==> src/rtl/redmule_pkg.sv <==
// rtl/redmule_pkg.sv - shared RedMulE array constants and tile sequencer types
package redmule_pkg;

  localparam int unsigned ARRAY_WIDTH  = 12;
  localparam int unsigned ARRAY_HEIGHT = 4;
  localparam int unsigned PIPE_REGS    = 3;
  localparam int unsigned TILE_CNT_W   = 16;
  localparam int unsigned TILE_SIZE_W  = 8;

  typedef enum logic [1:0] {
    TS_IDLE = 2'd0,
    TS_LOAD = 2'd1,
    TS_RUN  = 2'd2,
    TS_DONE = 2'd3
  } tile_seq_state_e;

  typedef struct packed {
    logic [TILE_CNT_W-1:0]  x_row;
    logic [TILE_CNT_W-1:0]  w_col;
    logic [TILE_CNT_W-1:0]  x_col;
    logic [TILE_SIZE_W-1:0] rows;
    logic [TILE_SIZE_W-1:0] cols;
    logic [TILE_SIZE_W-1:0] depth;
    logic                   first;
    logic                   last;
  } tile_desc_t;

  // A nonzero leftover only shrinks the final tile along its dimension.
  function automatic logic [TILE_SIZE_W-1:0] tile_size(input logic                   is_last,
                                                       input logic [TILE_SIZE_W-1:0] lftovr,
                                                       input logic [TILE_SIZE_W-1:0] full);
    return (is_last && (lftovr != '0)) ? lftovr : full;
  endfunction

endpackage

==> src/rtl/redmule_tile_counter.sv <==
// rtl/redmule_tile_counter.sv - bounded loop counter; nxt_o is the value loaded on the next edge
module redmule_tile_counter #(
  parameter int unsigned CNT_W = 16
) (
  input  logic             clk_i,
  input  logic             rst_ni,
  input  logic             clr_i,
  input  logic             en_i,
  input  logic [CNT_W-1:0] bound_i,
  output logic [CNT_W-1:0] nxt_o,
  output logic             wrap_o
);

  logic [CNT_W-1:0] cnt_q;
  logic             at_last;

  assign at_last = (cnt_q == (bound_i - CNT_W'(1)));
  assign wrap_o  = en_i & at_last;

  always_comb begin
    nxt_o = cnt_q;
    if (clr_i)        nxt_o = '0;
    else if (wrap_o)  nxt_o = '0;
    else if (en_i)    nxt_o = cnt_q + CNT_W'(1);
  end

  always_ff @(posedge clk_i or negedge rst_ni) begin
    if (!rst_ni) cnt_q <= '0;
    else         cnt_q <= nxt_o;
  end

endmodule

==> src/rtl/redmule_tile_sequencer.sv <==
// rtl/redmule_tile_sequencer.sv - walks the tiler GEMM loop nest as tile descriptors
// Optional stall counter: define REDMULE_TILE_SEQ_STALL_CNT_EN.
module redmule_tile_sequencer #(
  parameter int unsigned ARRAY_WIDTH  = redmule_pkg::ARRAY_WIDTH,
  parameter int unsigned ARRAY_HEIGHT = redmule_pkg::ARRAY_HEIGHT,
  parameter int unsigned PIPE_REGS    = redmule_pkg::PIPE_REGS,
  parameter int unsigned CNT_W        = redmule_pkg::TILE_CNT_W
) (
  input  logic             clk_i,
  input  logic             rst_ni,
  input  logic             clear_i,
  input  logic             start_i,
  input  logic             cfg_valid_i,
  input  logic [CNT_W-1:0] x_rows_iter_i,
  input  logic [CNT_W-1:0] w_cols_iter_i,
  input  logic [CNT_W-1:0] x_cols_iter_i,
  input  logic [7:0]       x_rows_lftovr_i,
  input  logic [7:0]       w_cols_lftovr_i,
  input  logic [7:0]       x_cols_lftovr_i,
  input  logic [15:0]      tot_stores_i,
  output logic             tile_valid_o,
  input  logic             tile_ready_i,
  output logic [CNT_W-1:0] tile_x_row_o,
  output logic [CNT_W-1:0] tile_w_col_o,
  output logic [CNT_W-1:0] tile_x_col_o,
  output logic [7:0]       tile_rows_o,
  output logic [7:0]       tile_cols_o,
  output logic [7:0]       tile_depth_o,
  output logic             tile_first_o,
  output logic             tile_last_o,
  output logic             busy_o,
  output logic             done_o,
  output logic             err_o,
  output logic [31:0]      stall_cnt_o
);
  import redmule_pkg::*;

  localparam logic [1:0] S_IDLE = TS_IDLE;
  localparam logic [1:0] S_LOAD = TS_LOAD;
  localparam logic [1:0] S_RUN  = TS_RUN;
  localparam logic [1:0] S_DONE = TS_DONE;
  localparam logic [7:0] FULL_ROWS = 8'(ARRAY_WIDTH);
  localparam logic [7:0] FULL_COLS = 8'(ARRAY_HEIGHT * (PIPE_REGS + 1));

  logic [1:0]       state_q;
  logic             valid_q;
  tile_desc_t       desc_q, desc_d;
  logic [CNT_W-1:0] xr_bnd_q, wc_bnd_q, xc_bnd_q;
  logic [7:0]       xr_lo_q, wc_lo_q, xc_lo_q;
  logic [15:0]      tot_q, stores_q;
  logic [CNT_W-1:0] xr_nxt, wc_nxt, xc_nxt;
  logic             xr_wrap, wc_wrap, xc_wrap;
  logic             start_acc, hs, cnt_clr, zero_iter;

  assign start_acc = (state_q == S_IDLE) & start_i & cfg_valid_i & ~clear_i;
  assign hs        = valid_q & tile_ready_i;
  assign cnt_clr   = clear_i | start_acc;
  assign zero_iter = (xr_bnd_q == '0) | (wc_bnd_q == '0) | (xc_bnd_q == '0);

  // x_col innermost; each wrap steps the next-outer counter.
  redmule_tile_counter #(.CNT_W(CNT_W)) u_x_col (
    .clk_i, .rst_ni, .clr_i(cnt_clr), .en_i(hs),
    .bound_i(xc_bnd_q), .nxt_o(xc_nxt), .wrap_o(xc_wrap)
  );
  redmule_tile_counter #(.CNT_W(CNT_W)) u_w_col (
    .clk_i, .rst_ni, .clr_i(cnt_clr), .en_i(xc_wrap),
    .bound_i(wc_bnd_q), .nxt_o(wc_nxt), .wrap_o(wc_wrap)
  );
  redmule_tile_counter #(.CNT_W(CNT_W)) u_x_row (
    .clk_i, .rst_ni, .clr_i(cnt_clr), .en_i(wc_wrap),
    .bound_i(xr_bnd_q), .nxt_o(xr_nxt), .wrap_o(xr_wrap)
  );

  always_comb begin
    desc_d       = '0;
    desc_d.x_row = xr_nxt;
    desc_d.w_col = wc_nxt;
    desc_d.x_col = xc_nxt;
    desc_d.rows  = tile_size(xr_nxt == (xr_bnd_q - CNT_W'(1)), xr_lo_q, FULL_ROWS);
    desc_d.cols  = tile_size(wc_nxt == (wc_bnd_q - CNT_W'(1)), wc_lo_q, FULL_COLS);
    desc_d.depth = tile_size(xc_nxt == (xc_bnd_q - CNT_W'(1)), xc_lo_q, FULL_COLS);
    desc_d.first = (xc_nxt == '0);
    desc_d.last  = (xc_nxt == (xc_bnd_q - CNT_W'(1)));
  end

  always_ff @(posedge clk_i or negedge rst_ni) begin
    if (!rst_ni) begin
      state_q  <= S_IDLE;
      valid_q  <= 1'b0;
      desc_q   <= '0;
      xr_bnd_q <= '0;
      wc_bnd_q <= '0;
      xc_bnd_q <= '0;
      xr_lo_q  <= '0;
      wc_lo_q  <= '0;
      xc_lo_q  <= '0;
      tot_q    <= '0;
      stores_q <= '0;
    end else if (clear_i) begin
      state_q  <= S_IDLE;
      valid_q  <= 1'b0;
      desc_q   <= '0;
      stores_q <= '0;
    end else begin
      case (state_q)
        S_IDLE: if (start_acc) begin
          xr_bnd_q <= x_rows_iter_i;
          wc_bnd_q <= w_cols_iter_i;
          xc_bnd_q <= x_cols_iter_i;
          xr_lo_q  <= x_rows_lftovr_i;
          wc_lo_q  <= w_cols_lftovr_i;
          xc_lo_q  <= x_cols_lftovr_i;
          tot_q    <= tot_stores_i;
          stores_q <= '0;
          state_q  <= S_LOAD;
        end
        S_LOAD: if (zero_iter) begin
          state_q <= S_IDLE;
        end else begin
          valid_q <= 1'b1;
          desc_q  <= desc_d;
          state_q <= S_RUN;
        end
        S_RUN: if (hs) begin
          if (desc_q.last) stores_q <= stores_q + 16'd1;
          if (xr_wrap) begin
            valid_q <= 1'b0;
            state_q <= S_DONE;
          end else begin
            desc_q <= desc_d;
          end
        end
        default: state_q <= S_IDLE;
      endcase
    end
  end

`ifdef REDMULE_TILE_SEQ_STALL_CNT_EN
  logic [31:0] stall_q;

  always_ff @(posedge clk_i or negedge rst_ni) begin
    if (!rst_ni)                                 stall_q <= '0;
    else if (cnt_clr)                            stall_q <= '0;
    else if ((state_q == S_RUN) && valid_q && !tile_ready_i && (stall_q != '1))
                                                 stall_q <= stall_q + 32'd1;
  end

  assign stall_cnt_o = stall_q;
`else
  assign stall_cnt_o = '0;
`endif

  assign tile_valid_o = valid_q;
  assign tile_x_row_o = desc_q.x_row;
  assign tile_w_col_o = desc_q.w_col;
  assign tile_x_col_o = desc_q.x_col;
  assign tile_rows_o  = desc_q.rows;
  assign tile_cols_o  = desc_q.cols;
  assign tile_depth_o = desc_q.depth;
  assign tile_first_o = desc_q.first;
  assign tile_last_o  = desc_q.last;
  assign busy_o       = (state_q != S_IDLE);
  assign done_o       = (state_q == S_DONE) & ~clear_i;
  assign err_o        = ~clear_i & (((state_q == S_LOAD) & zero_iter) |
                                    ((state_q == S_DONE) & (stores_q != tot_q)));

endmodule
==> config.mk <==
export PLATFORM = sky130hd
export DESIGN_NAME = redmule_tile_sequencer
export DESIGN_NICKNAME = d
export VERILOG_FILES = /design/src/rtl/redmule_pkg.sv /design/src/rtl/redmule_tile_counter.sv /design/src/rtl/redmule_tile_sequencer.sv
export SDC_FILE = /design/constraint.sdc
export NUM_CORES = 1
export LEC_CHECK = 0
export CAP_MARGIN = 10
export CORE_UTILIZATION = 63
export CTS_CLUSTER_DIAMETER = 200
export DETAILED_ROUTE_END_ITERATION = 12
export DONT_BUFFER_PORTS = 1
export PLACE_DENSITY = 0.79
export SLEW_MARGIN = 30
export SYNTH_ARGS = -nofsm -noshare
export SYNTH_HDL_FRONTEND = slang
export SYNTH_HIERARCHICAL = 1
export SYNTH_SLANG_ARGS = --single-unit
==> constraint.sdc <==
create_clock -name clk_i -period 10.14 [get_ports clk_i]
set_input_delay 0.507 -clock clk_i [delete_from_list [all_inputs] [get_ports clk_i]]
set_output_delay 0.507 -clock clk_i [all_outputs]
set_load 0.02 [all_outputs]
# Word-level counts from Yosys, hierarchy flattened
# Index checks and enable logic that the tools add are counted.
# W data, S select, Z words.
totals:
  latch_bits: 0
  memories: 0
  reg_bits: 229
  ram_bits: 0
  inputBits: 94
  rom_bits: 0
classes:
  eq_ne: 16
  addsub: 7
  reduce_logical: 19
  n_mux: 33
  magnitude_cmp: 0
  shift: 0
  bitwise: 16
  multipliers: 0
  n_div: 0
op_table:
  columns: ["cell", "n"]
  rows:
  - ["$mux W74", 4]
  - ["$mux W16", 13]
  - ["$pmux W74 S2", 1]
  - ["$eq A16 B16 Y1", 6]
  - ["$add A16 B1 Y16 const B", 4]
  - ["$logic_not A16 Y1", 4]
  - ["$sub A16 B1 Y16 const B", 3]
  - ["$pmux W16 S2", 1]
  - ["$mux W8", 3]
  - ["$reduce_bool A8 Y1", 3]
  - ["$ne A16 B16 Y1", 1]
  - ["$ne A3 B3 Y1 const B", 4]
  - ["$reduce_and A4 Y1", 3]
  - ["$and A1 B1 Y1", 11]
  - ["$mux W2", 5]
  - ["$ne A3 B2 Y1 const B", 2]
  - ["$pmux W2 S3", 1]
  - ["$reduce_and A3 Y1", 2]
  - ["$reduce_bool A3 Y1", 2]
  - ["$eq A2 B2 Y1 const B", 2]
  - ["$mux W1", 4]
  - ["$or A1 B1 Y1", 4]
  - ["$logic_and A1 B1 Y1", 3]
  - ["$eq A2 B1 Y1 const B", 1]
  - ["4 further kinds", 4]

# Longest topological paths before layout
logic_depth:
  depth_word: 14
  mapped_depth: 27
  depth_no_buf: 23

# Modules after synthesis
# The synthesis kept the hierarchy.
modules_own_cells:
  columns: ["mod", "seq_area_each_um2", "instances", "cells_per_inst", "area_per_inst_um2"]
  rows:
  - ["redmule_tile_sequencer", 4529.3, 1, 912, 9425.3]
  - ["redmule_tile_counter at u_x_col ...", 400.4, 2, 153, 1395.1]
  - ["redmule_tile_counter at u_w_col", 400.4, 1, 152, 1350.0]

# Worst setup path before layout
# Ideal clock, no wire load.
synth_path:
  path_kind: "register -> register"
  startpoint: "reg xc_bnd_q[3]"
  endpoint: "reg desc_q (netlist bit tile_rows_o[0])"
  path_stages_with_launch: 25
  setup_time_ns: 0.066
  path_slack_ns: 3.038
  arrival_time_ns: 7.036
  required_ns: 10.074
  path_buffers: 4
  cell_sequence: "dfrtp_1 or4_4 buf_6 or2_4 nor4_1 o2111ai_2 nor4_1 clkbuf_1 o2111ai_1 nor4b_1 or4b_4 nor4_4 buf_6 clkbuf_1 nand3_1 nor3_1 nand4_2 o41ai_4 nor2_1 xnor2_1 or4b_1 a2111o_1 or4_1 nor3_4 a22o_1"
synth_between:
  elab_chain_len: 14
synth_lines:
  columns: ["item", "line", "source"]
  rows:
  - ["start, declared", "redmule_tile_sequencer.sv:48", "logic [CNT_W-1:0] xr_bnd_q, wc_bnd_q, xc_bnd_q;"]
  - ["start signal, assigned", "redmule_tile_sequencer.sv:109", "xc_bnd_q <= x_cols_iter_i;"]
  - ["$sub A16 B1 Y16 *", "redmule_tile_counter.sv:17", "assign at_last = (cnt_q == (bound_i - CNT_W'(1)));"]
  - ["$eq A16 B16 Y1 *", "redmule_tile_counter.sv:17", null]
  - ["$and A1 B1 Y1 *", "redmule_tile_counter.sv:18", "assign wrap_o = en_i & at_last;"]
  - ["via xc_wrap", "redmule_tile_sequencer.sv:52", "logic xr_wrap, wc_wrap, xc_wrap;"]
  - ["$and A1 B1 Y1 *", "redmule_tile_counter.sv:18", null]
  - ["via wc_wrap", "redmule_tile_sequencer.sv:52", null]
  - ["$mux W16 or $and A1 B1 Y1 (tied branches)", "redmule_tile_counter.sv:24, redmule_tile_counter.sv:18", null]
  - ["$mux W16 *", "redmule_tile_counter.sv:23", "else if (wrap_o) nxt_o = '0;"]
  - ["$mux W16 *", "redmule_tile_counter.sv:22", "if (clr_i) nxt_o = '0;"]
  - ["via xr_nxt[4]", "redmule_tile_sequencer.sv:51", "logic [CNT_W-1:0] xr_nxt, wc_nxt, xc_nxt;"]
  - ["$eq A16 B16 Y1 *", "redmule_tile_sequencer.sv:79", "desc_d.rows = tile_size(xr_nxt == (xr_bnd_q - CNT_W'(1)), xr_lo_q, FULL_ROWS);"]
  - ["$logic_and A1 B1 Y1 *", "redmule_pkg.sv:32", "return (is_last && (lftovr != '0)) ? lftovr : full;"]
  - ["$mux W8 *", "redmule_pkg.sv:32", null]
  - ["$mux W74", "redmule_tile_sequencer.sv:126", "if (xr_wrap) begin"]
  - ["$mux W74", "redmule_tile_sequencer.sv:124", "S_RUN: if (hs) begin"]
  - ["$pmux W74 S2 *", "redmule_tile_sequencer.sv:105", "case (state_q)"]
  - ["$mux W74 *", "redmule_tile_sequencer.sv:99", "end else if (clear_i) begin"]
  - ["end signal, assigned", "redmule_tile_sequencer.sv:121", "desc_q <= desc_d;"]
  - ["end signal, assigned", "redmule_tile_sequencer.sv:130", "desc_q <= desc_d;"]
  - ["end, declared", "redmule_tile_sequencer.sv:47", "tile_desc_t desc_q, desc_d;"]
# Mark *: on every way through the listed nets, which the timed path passes. The rest lies on a longest branch. The select of a mux whose other input is x is not followed.
# A chain may end at the register's enable or synchronous reset.

# Final worst setup path
layout_path:
  startpoint: "reg xc_bnd_q[0]"
  endpoint: "reg desc_q (netlist bit tile_rows_o[0])"
# The elaborated chain is that of the path after synthesis.

==> results.txt <==
----------------------------------------------------
[Floorplanning]
  Floorplan core area ... between 20000 and 25000 sq um
  I/O pin count ... 204
  Die width ... about 150 um
  Die area ... 22100 sq um
  Total number of placement rows ... 53
  Initial core utilization ... between 60% and 70%
  Height of the die ... between 100 and 150 um

[Critical path]
  Crit path capture type ... flip-flop
  WP data required ... between 10 and 15 ns
  Worst-path fanout max ... 9
  Arrival time worst endpoint ... about 7.7 ns
  Setup crit start kind ... flip-flop
  Worst Setup Path Type ... flip-flop to flip-flop

[Clocking]
  Cell chosen for the clock root ... sky130_fd_sc_hd__clkbuf_16
  Clock latency on the worst-skew pair ... roughly 0.55 ns
  CTS tree ... done
  H-tree depth ... 1
  Clk pin slew, worst setup/hold paths ... approximately 0.070 ns
  Number of gates given a new drive strength after cts ... 0
  Deepest clock path buffer count ... 3
  Clk sink count ... 229
  Clock buffers created by TritonCTS ... 25

[Yosys]
  Most used flip-flop cell after synthesis ... sky130_fd_sc_hd__dfrtp_1
  Synth Register Bits ... 229
  Cells taking the most area after synthesis ... sky130_fd_sc_hd__dfrtp_1 (42%), sky130_fd_sc_hd__xnor2_1 (7.1%), sky130_fd_sc_hd__mux2_2 (6.6%)
  EDFF count, synth ... 0
  Cell count after synthesis ... 1370
  Cell type contributing the most total cell area after synthesis ... sky130_fd_sc_hd__dfrtp_1
  Synthesis warning total ... 6
  Post-synth design cell area ... about 14000 sq um
  Sequential share of the synthesized area ... between 40% and 50%
  Share of async-settable or async-resettable flops after synthesis ... 100%
  Synth Area per Inst ... roughly 10 sq um
  Share of Yosys cell area claimed by the top area cell type ... between 40 and 50%
  Netlist cell types ... 79

[Run status]
  Outcome ... finished clean

[Timing]
  Sum of negative setup slack ... 0 ns
  Max-Slew Margin vs Limit ... 37.6%
  Maximum operating frequency ... 139 MHz
  Number of max-slew violations in the final report ... 0
  Portion of the clock cycle consumed by the worst path in the final layout ... 70.9%
  Final count of hold timing violations ... 0
  Minimum clock period ... 7.19 ns
  Post-Route Skew ... between 0.02 and 0.025 ns
  Final setup violation count ... 0
  Worst-margin pin slew ... 0.928 ns
  RSZ-0062 raised after global routing ... false

[Final layout]
  Antenna Diode Count ... 0
  Layout cell share with drive strength beyond 1 ... 14.7%
  Final design utilization ... about two thirds
  Area delta synth->final ... 6.55%
  Number of nets in the finished design ... between 1000 and 1500

[Power and ir drop]
  PD cells ... about 180 nW/um^2
  Worst vdd rail ir drop ... around 0.16 mV
  Leakage power ... between 6 and 7 nW

[Placed design]
  Final HPWL from detailed placement ... about 24000 um
  Routability Congestion ... 0.962
  Number of buffers added on ports ... 0

[Detailed routing]
  Final routed wirelength across all metal layers ... 34400 um
  Mean routed wirelength per cell ... between 20 and 25 um
  Iteration count of the initial detailed-routing pass ... 5
  Residual antenna-violating net count after detailed routing ... 0
  Routed via count ... about 10000
  Remaining routing DRC violations ... 0
  Violation count after the first detailed-route iteration ... just under 700
  Via density per instance ... 6.40

[Global route]
  Vias in the first global route ... between 10000 and 15000
  Initial antenna violation count ... 3
  Total global-route track usage ... around a third
  Wire length of the first global-routing pass ... around 55000 um
  Total global routing overflow ... 0
  Pin count of the biggest net entering global routing ... 230

[Flow run]
  Max-capacitance violation count ... 0

[Worst hold path]
  Worst hold path type ... input port to flip-flop

----------------------------------------------------
[placed cells by master, fill, tap and decap left out, types with 16 or more instances in the layout]
cell	n
sky130_fd_sc_hd__conb_1	32
sky130_fd_sc_hd__mux2i_1	16
sky130_fd_sc_hd__nand3_1	37
sky130_fd_sc_hd__inv_1	30
sky130_fd_sc_hd__nor2_2	20
sky130_fd_sc_hd__o211ai_1	46
sky130_fd_sc_hd__xnor2_1	110
sky130_fd_sc_hd__xor2_1	74
sky130_fd_sc_hd__nor4_1	33
sky130_fd_sc_hd__nor2_1	75
sky130_fd_sc_hd__nand4_1	38
sky130_fd_sc_hd__dfrtp_1	229
sky130_fd_sc_hd__a22o_1	23
sky130_fd_sc_hd__clkbuf_16	25
sky130_fd_sc_hd__nor3_1	51
sky130_fd_sc_hd__mux2_2	79
sky130_fd_sc_hd__nand2_1	155
sky130_fd_sc_hd__o21ai_0	39
[layout make-up]
| type | count | area (sq um) |
|---|---|---|
| fillers | 1625 | 6630 |
| multi-input cells | 1037 | 7260 |
| clock buffers | 32 | 682 |
| well taps | 275 | 344 |
| clock inverters | 14 | 180 |
| inverters | 31 | 116 |
| flip-flops and latches | 229 | 5730 |
| repair buffers | 13 | 140 |
[kinds of logic after synthesis]
logic type | after synthesis | synth area share [%]
AO/OA/AOI/OAI | 197 | 11.3
XOR/XNOR | 184 | 11.9
adder cells (fa/ha/maj) | 10 | 0.922
buffers and inverters | 135 | 5.21
flip-flops | 229 | 42.2
multiplexers | 95 | 7.74
other | 1 | 0.0276
AND/OR/NAND/NOR | 519 | 20.7
[what timing repair did]
item / CTS / global route
setup buffers: 0 / 0
hold endpoints to repair: 229 / 97
setup endpoints to repair: 0 / 0
hold buffers: 1 / 1
[critical path, stage by stage (launching register included)]
cell                        delay, ns
sky130_fd_sc_hd__dfrtp_1         0.48
sky130_fd_sc_hd__inv_1           0.10
sky130_fd_sc_hd__ha_1            0.26
sky130_fd_sc_hd__nor3b_1         0.57
sky130_fd_sc_hd__nand2_1         0.22
sky130_fd_sc_hd__o31ai_1         0.32
sky130_fd_sc_hd__o221ai_2        0.18
sky130_fd_sc_hd__nor4_1          0.27
sky130_fd_sc_hd__buf_4           0.22
sky130_fd_sc_hd__o2111ai_1       0.11
sky130_fd_sc_hd__nor4b_1         0.30
sky130_fd_sc_hd__or4b_4          0.51
sky130_fd_sc_hd__nor4_4          0.28
sky130_fd_sc_hd__nand3_1         0.09
sky130_fd_sc_hd__nor3_1          0.24
sky130_fd_sc_hd__nand4_2         0.18
sky130_fd_sc_hd__o41ai_4         0.44
sky130_fd_sc_hd__nor2_1          0.16
sky130_fd_sc_hd__xnor2_1         0.16
sky130_fd_sc_hd__or4b_1          0.54
sky130_fd_sc_hd__a2111o_1        0.45
sky130_fd_sc_hd__or4_1           0.56
sky130_fd_sc_hd__nor3_4          0.28
sky130_fd_sc_hd__a22o_1          0.19
[power by group]
part | leakage [nW] | internal [W] | switching [W]
clock | 0.420 | 0.000559 | 0.000388
sequential | 3.01 | 0.000996 | 0.000188
combinational | 2.59 | 0.000249 | 0.000280
total | 6.02 | 0.00181 | 0.000856
[synth_stat cells, types with 6 or more instances]
cell type,count
sky130_fd_sc_hd__o21ai_0,39
sky130_fd_sc_hd__buf_4,33
sky130_fd_sc_hd__nor4b_1,7
sky130_fd_sc_hd__a22o_1,23
sky130_fd_sc_hd__nor2_2,20
sky130_fd_sc_hd__dfrtp_1,229
sky130_fd_sc_hd__ha_1,10
sky130_fd_sc_hd__mux2i_1,16
sky130_fd_sc_hd__nand3_1,37
sky130_fd_sc_hd__nor3b_1,6
sky130_fd_sc_hd__nor4_1,33
sky130_fd_sc_hd__buf_2,13
sky130_fd_sc_hd__a31oi_1,14
sky130_fd_sc_hd__clkbuf_1,48
sky130_fd_sc_hd__mux2_2,79
sky130_fd_sc_hd__nor2_1,76
sky130_fd_sc_hd__o31ai_1,13
sky130_fd_sc_hd__nand2_1,155
sky130_fd_sc_hd__a21oi_1,12
sky130_fd_sc_hd__or3_1,6
sky130_fd_sc_hd__o211ai_1,46
sky130_fd_sc_hd__buf_6,8
sky130_fd_sc_hd__xnor2_1,110
sky130_fd_sc_hd__nand4_1,38
sky130_fd_sc_hd__xor2_1,74
sky130_fd_sc_hd__nor2b_1,15
sky130_fd_sc_hd__or4_1,12
sky130_fd_sc_hd__and3_1,12
sky130_fd_sc_hd__nor3_1,51
sky130_fd_sc_hd__inv_1,31
[metrics by stage]
step / power (W) / area (sq um) / setup WS (ns) / hold slack [ns] / cells
after detailed placement: 0.00170 / 13500 / 3.01 / 0.219 / 1582
after global placement: 0.00168 / 13500 / 3.21 / 0.219 / 1582
final: 0.00266 / 14500 / 2.95 / 0.0280 / 1631
after floorplan: 0.00158 / 13700 / 3.04 / 0.211 / 1401
after CTS: 0.00267 / 14400 / 2.98 / 0.00761 / 1629
after global routing: 0.00278 / 14500 / 2.48 / 0.0137 / 1631
[final timing paths]
check | startpoint | end | slack (ns) | cells after the start
worst min-delay path | clear_i | state_q[1] | 0.03 | 1
worst min register to register | xc_lo_q[0] | tile_depth_o[0] | 0.51 | 1
worst max-delay path | xc_bnd_q[0] | tile_rows_o[0] | 2.95 | 23
worst max register to register | xc_bnd_q[0] | tile_rows_o[0] | 2.95 | 23
min in group asynchronous | rst_ni | xc_bnd_q[6] | 0.55 | 2
max in group asynchronous | rst_ni | u_w_col/cnt_q[9] | 8.59 | 3
[layer usage]
metal	GRT usage [%]	wire [um]
met5	0	31
met4	9.69	1010
met3	9.63	3300
met2	49.7	15600
met1	42.1	14400
Note: power is estimated with default switching activity, not from simulation.
